[src/rtl/gray_counter_if.sv]
// Control and status bundle for gray_counter: count/load strobes in, binary/Gray state and flags out.
interface gray_counter_if #(
  parameter int unsigned WIDTH = 8
);
  logic             en_i;
  logic             up_i;
  logic             load_i;
  logic             load_gray_i;
  logic [WIDTH-1:0] load_val_i;
  logic [WIDTH-1:0] bin_o;
  logic [WIDTH-1:0] gray_o;
  logic [WIDTH-1:0] gray_next_o;
  logic             wrap_o;
  logic             at_max_o;
  logic             at_min_o;

  modport master (
    output en_i, up_i, load_i, load_gray_i, load_val_i,
    input  bin_o, gray_o, gray_next_o, wrap_o, at_max_o, at_min_o
  );

  modport slave (
    input  en_i, up_i, load_i, load_gray_i, load_val_i,
    output bin_o, gray_o, gray_next_o, wrap_o, at_max_o, at_min_o
  );
endinterface

[src/rtl/gray_counter.sv]
// Up/down binary counter with a flop-driven Gray copy, binary or Gray load, and wrap/saturate limits.
// The Gray register is fed from the next binary value so its output is glitch-free for CDC use.
module gray_counter #(
  parameter int unsigned WIDTH     = 8,
  parameter int unsigned RESET_VAL = 0,
  parameter bit          SATURATE  = 1'b0
) (
  input logic          clk_i,
  input logic          rst_i,
  gray_counter_if.slave bus
);

  localparam logic [WIDTH-1:0] MAX_VAL = '1;
  localparam logic [WIDTH-1:0] MIN_VAL = '0;
  localparam logic [WIDTH-1:0] RST_BIN = WIDTH'(RESET_VAL);

  function automatic logic [WIDTH-1:0] bin2gray(input logic [WIDTH-1:0] b);
    return b ^ (b >> 1);
  endfunction

  // Each binary bit is the XOR of all Gray bits at and above it.
  function automatic logic [WIDTH-1:0] gray2bin(input logic [WIDTH-1:0] g);
    logic [WIDTH-1:0] b;
    b = '0;
    for (int unsigned i = 0; i < WIDTH; i++) begin
      b[i] = ^(g >> i);
    end
    return b;
  endfunction

  logic [WIDTH-1:0] bin_q;
  logic [WIDTH-1:0] gray_q;
  logic             wrap_q;
  logic [WIDTH-1:0] bin_d;
  logic [WIDTH-1:0] gray_d;
  logic             wrap_d;

  // Next-value select: reset > load > count > hold.
  always_comb begin
    bin_d  = bin_q;
    wrap_d = 1'b0;
    if (rst_i) begin
      bin_d = RST_BIN;
    end else if (bus.load_i) begin
      bin_d = bus.load_gray_i ? gray2bin(bus.load_val_i) : bus.load_val_i;
    end else if (bus.en_i) begin
      if (bus.up_i) begin
        if (bin_q != MAX_VAL) begin
          bin_d = bin_q + 1'b1;
        end else if (!SATURATE) begin
          bin_d  = MIN_VAL;
          wrap_d = 1'b1;
        end
      end else begin
        if (bin_q != MIN_VAL) begin
          bin_d = bin_q - 1'b1;
        end else if (!SATURATE) begin
          bin_d  = MAX_VAL;
          wrap_d = 1'b1;
        end
      end
    end
    gray_d = bin2gray(bin_d);
  end

  always_ff @(posedge clk_i) begin
    if (rst_i) begin
      bin_q  <= RST_BIN;
      gray_q <= bin2gray(RST_BIN);
      wrap_q <= 1'b0;
    end else begin
      bin_q  <= bin_d;
      gray_q <= gray_d;
      wrap_q <= wrap_d;
    end
  end

  assign bus.bin_o       = bin_q;
  assign bus.gray_o      = gray_q;
  assign bus.gray_next_o = gray_d;
  assign bus.wrap_o      = wrap_q;
  assign bus.at_max_o    = (bin_q == MAX_VAL);
  assign bus.at_min_o    = (bin_q == MIN_VAL);

endmodule

[src/flat_wrapper.sv]
// flat-port wrapper written by rule: the top's interface ports become plain ports
module gray_counter_flat 
#(
  parameter int unsigned WIDTH     = 8,
  parameter int unsigned RESET_VAL = 0,
  parameter bit          SATURATE  = 1'b0
)
  (clk_i, rst_i, bus_en_i, bus_up_i, bus_load_i, bus_load_gray_i, bus_load_val_i, bus_bin_o, bus_gray_o, bus_gray_next_o, bus_wrap_o, bus_at_max_o, bus_at_min_o);
  gray_counter_if #(.WIDTH(WIDTH)) bus_i ();
  input logic clk_i;
  input logic rst_i;
  input wire logic [$bits(bus_i.en_i)-1:0] bus_en_i;
  input wire logic [$bits(bus_i.up_i)-1:0] bus_up_i;
  input wire logic [$bits(bus_i.load_i)-1:0] bus_load_i;
  input wire logic [$bits(bus_i.load_gray_i)-1:0] bus_load_gray_i;
  input wire logic [$bits(bus_i.load_val_i)-1:0] bus_load_val_i;
  output wire logic [$bits(bus_i.bin_o)-1:0] bus_bin_o;
  output wire logic [$bits(bus_i.gray_o)-1:0] bus_gray_o;
  output wire logic [$bits(bus_i.gray_next_o)-1:0] bus_gray_next_o;
  output wire logic [$bits(bus_i.wrap_o)-1:0] bus_wrap_o;
  output wire logic [$bits(bus_i.at_max_o)-1:0] bus_at_max_o;
  output wire logic [$bits(bus_i.at_min_o)-1:0] bus_at_min_o;
  assign bus_i.en_i = bus_en_i;
  assign bus_i.up_i = bus_up_i;
  assign bus_i.load_i = bus_load_i;
  assign bus_i.load_gray_i = bus_load_gray_i;
  assign bus_i.load_val_i = bus_load_val_i;
  assign bus_bin_o = bus_i.bin_o;
  assign bus_gray_o = bus_i.gray_o;
  assign bus_gray_next_o = bus_i.gray_next_o;
  assign bus_wrap_o = bus_i.wrap_o;
  assign bus_at_max_o = bus_i.at_max_o;
  assign bus_at_min_o = bus_i.at_min_o;
  gray_counter #(.WIDTH(WIDTH), .RESET_VAL(RESET_VAL), .SATURATE(SATURATE)) u_core (.clk_i(clk_i), .rst_i(rst_i), .bus(bus_i));
endmodule
[config.mk]
export PLATFORM = sky130hd
export DESIGN_NAME = gray_counter_flat
export DESIGN_NICKNAME = d
export VERILOG_FILES = /design/src/rtl/gray_counter_if.sv /design/src/rtl/gray_counter.sv /design/src/flat_wrapper.sv
export SDC_FILE = /design/constraint.sdc
export NUM_CORES = 1
export LEC_CHECK = 0
export CORE_ASPECT_RATIO = 1.75
export CORE_UTILIZATION = 51
export CTS_BUF_LIST = sky130_fd_sc_hd__clkbuf_4 sky130_fd_sc_hd__clkbuf_8 sky130_fd_sc_hd__clkbuf_16
export DETAILED_ROUTE_END_ITERATION = 8
export PLACE_DENSITY = 0.95
export REMOVE_ABC_BUFFERS = 1
export SLEW_MARGIN = 20
export SYNTH_ARGS = -nofsm -noshare
export SYNTH_HDL_FRONTEND = slang
export SYNTH_SLANG_ARGS = --single-unit
[constraint.sdc]
create_clock -name clk_i -period 3.8 [get_ports clk_i]
set_input_delay 0.76 -clock clk_i [delete_from_list [all_inputs] [get_ports clk_i]]
set_output_delay 0.76 -clock clk_i [all_outputs]
set_load 0.01 [all_outputs]
==> flow_metrics.tcl <==
set metrics [dict create \
    status "complete, no violations" \
    max_clock_freq_ghz 0.265 \
    hold_class "reg2reg" \
    grt_overflow 0 \
    critPathKind "in2out" \
    cts_tree "built" \
    max_slew_margin 0.692 \
    min_period_ns 3.77 \
    antenna-diode-count 0 \
    ys_async_sr_fraction 0 \
    dpl.hpwl_mm 2.93 \
    p_clk_frac 0.215 \
    p_per_area_nw_per_um2 369 \
    clk_latency_ns 0.26 \
    irDropWorstVdd_uv 308 \
    setup_viol 0 \
    io_pins 41 \
    synth.mux.area_fraction 0.00723 \
    viasPerCell 6.32 \
    initialDrtViolationCount 89 \
    cts_hold_buf 0 \
    num_vias 1510 \
    finClkSkew_ns 0.00259 \
    clock_path_buffers 2 \
    finalCritPeriodShare 0.992 \
    maxCapViolCount 0 \
    avgSynthCellArea_um2 8.87 \
    total_power_uw 727 \
    ys_seq_area_frac 0.231 \
    ant_nets 0 \
    worstPathMaxFanout 2 \
    startpoint_type "input pin" \
    grt_pass1_wl_mm 6.69 \
    initial_core_util 0.549 \
    drive_above_1_share 0.230 \
    ff2ff_setup_slack_ns 1.26 \
    cp-end-kind "primary output" \
    cellLeakagePower_nw 0.883 \
    reg2regPathDepth 8 \
    grt_pass1_vias 1473 \
    drv_slew 0 \
    seq_power_share 0.306 \
    grt_usage 0.326 \
    synth-xor-area-share 0.200 \
    design.core.area_um2 2520 \
    min_to "u_core.bus.wrap_o$_SDFF_PP0_" \
    final_core_utilization 0.781 \
    gp_congestion 1.03 \
    synth-main-ff-cell "dfxtp_1" \
    grt_setup_unrepaired "yes" \
    hold_violations 0 \
    synth_enable_flop_cells 0 \
    grt_antenna_before_repair 0 \
    p_int_uw 475 \
    drt-wirelength-per-cell_um 18.0 \
    fin_setup_tns_ns 0 \
    final_common_cell "clkdlybuf4s50_1" \
    synth_cells 156 \
    required_ns 3.04 \
    cts_num_sinks 16 \
    reg2reg_from "u_core.bus.bin_o[5]$_SDFF_PP0_" \
    nets 231 \
    switching_power_uw 252 \
    wl_mm 4.29 \
    io_buffers 40 \
    worst_r2r_endpoint "u_core.bus.gray_o[2]$_SDFF_PP0_" \
    crit_arrival_ns 3.01 \
    final_cell_mix "31 x clkdlybuf4s50_1, 29 x buf_4, 15 x xnor2_1, 14 x dfxtp_1, 12 x nand2_1" \
    netlist-cell-type-count 44 \
    cts_buffers 3 \
    hold_start "u_core.bus.bin_o[6]$_SDFF_PP0_" \
    die_w_um 41.4 \
    synth-simple-area-share 0.162 \
    synth.top_cell.area_share 0.231 \
    synth_area_leader_cell "dfxtp_1" \
    drcViolationCount 0 \
    die_h_um 70.9 \
    worstMarginPinSlew_ns 0.461 \
    p_sw_frac 0.347 \
    power_frac_comb 0.480 \
    synth_area_um2 1380 \
    path_clk_slew_ns 0.07 \
    synth_top_family_by_area "compound AO/OA/AOI/OAI gates" \
    grt_max_degree 12 \
    die-area_um2 2930 \
    synth_warnings 0 \
    min_path_cells 4 \
    placementRows 24 \
    yosys-top-cells-area "dfxtp_1 23%, xnor2_1 11%, xor2_1 7.0%" \
    h-tree-depth 1 \
    synth_compound_area_frac 0.222 \
    root_buffer "clkbuf_8" \
    synthAdderAreaFrac 0.0271 \
    first_pass_iters 4 \
    syn_to_final_growth_pct 42.3 \
    ys_ff_latch 16 \
]
==> power groups by stage <==
| stage | sequential (mW) | clock [mW] | combinational, mW |
|---|---|---|---|
| after floorplan | 0.234 | 0 | 0.145 |
| after global placement | 0.222 | 0 | 0.312 |
| after detailed placement | 0.223 | 0 | 0.324 |
| after CTS | 0.220 | 0.156 | 0.340 |
| after global routing | 0.226 | 0.162 | 0.372 |
| final | 0.222 | 0.156 | 0.349 |
==> what timing repair did <==
item / in CTS / in global routing
setup buffers: 6 / 1
endpoints found under the setup margin: 7 / 4
gates resized for setup: 12 / 12
gates cloned: 0 / 0
endpoints found under the hold margin: 0 / 0
pin swaps: 8 / 7
==> cells in the mapped netlist, drive strengths merged (5+ instances only) <==
cell	instances
nand3	8
buf	9
xnor2	18
xor2	11
inv	9
clkbuf	8
a221o	5
nand2	12
o21ai	5
nor2	10
dfxtp	16
a21oi	8
==> per-layer routing <==
metal  vias to the layer above  wire, um  track usage
met5                         -         0            0
met4                         0       258        0.179
met3                        34       360       0.0909
met2                       121      2230        0.535
met1                       697      1450        0.347
li1                        658         -            -
==> flip-flops by register name (all words and copies together), names as in the netlist <==
register,count
u_core.bus.wrap_o,1
u_core.bus.bin_o,7
u_core.bus.gray_o,8
==> critical path, stage by stage <==
cell and delay (ns):
clkdlybuf4s50_1 0.48, xnor2_2 0.24, xnor3_1 0.38, buf_4 0.15
xor2_1 0.14, nand2_1 0.11, xnor2_2 0.15, o211a_1 0.26
xnor2_1 0.17, buf_2 0.16
==> cell type report <==
cell class              instances  area [um2]
multi-input cells             114         893
repair buffers                 70         629
fillers                       153         553
flip-flops and latches         16         325
clock buffers                   4        55.1
inverters                       9        33.8
well taps                      26        32.5
==> cell families (layout without fill, tap and decap cells) <==
kind of cell | Yosys count | after routing
compound gates | 38 | 38
simple gates | 42 | 42
fa+ha+maj | 3 | 3
flops | 16 | 16
mux | 1 | 1
xor+xnor | 30 | 30
buf+inv | 26 | 83
==> how the worst max path moves through the flow <==
stage | to | start | cells past startpoint | slack (ns)
6_report | bus_gray_next_o[0] | bus_load_val_i[5] | 10 | 0.03
5_1_grt | bus_gray_next_o[0] | bus_load_val_i[5] | 10 | -0.04
4_1_cts | bus_gray_next_o[0] | bus_load_val_i[2] | 10 | -0.05
3_5_place_dp | bus_gray_next_o[0] | bus_load_val_i[6] | 8 | -0.28
3_3_place_gp | bus_gray_next_o[0] | bus_load_val_i[6] | 8 | -0.13
2_1_floorplan | bus_gray_next_o[0] | bus_load_val_i[6] | 6 | 0.71
==> metrics by stage <==
step           instance area (um2)  hold slack (ns)  cells  setup WS [ns]
3_5_place_dp                  1820            0.815    228         -0.277
4_1_cts                       1930            0.853    238        -0.0534
5_1_grt                       1970            0.906    239        -0.0412
2_1_floorplan                 1210            0.779    139          0.707
3_3_place_gp                  1820            0.773    228         -0.129
6_report                      1970            0.914    239         0.0294
No activity file was read; power rests on OpenSTA's default activity.
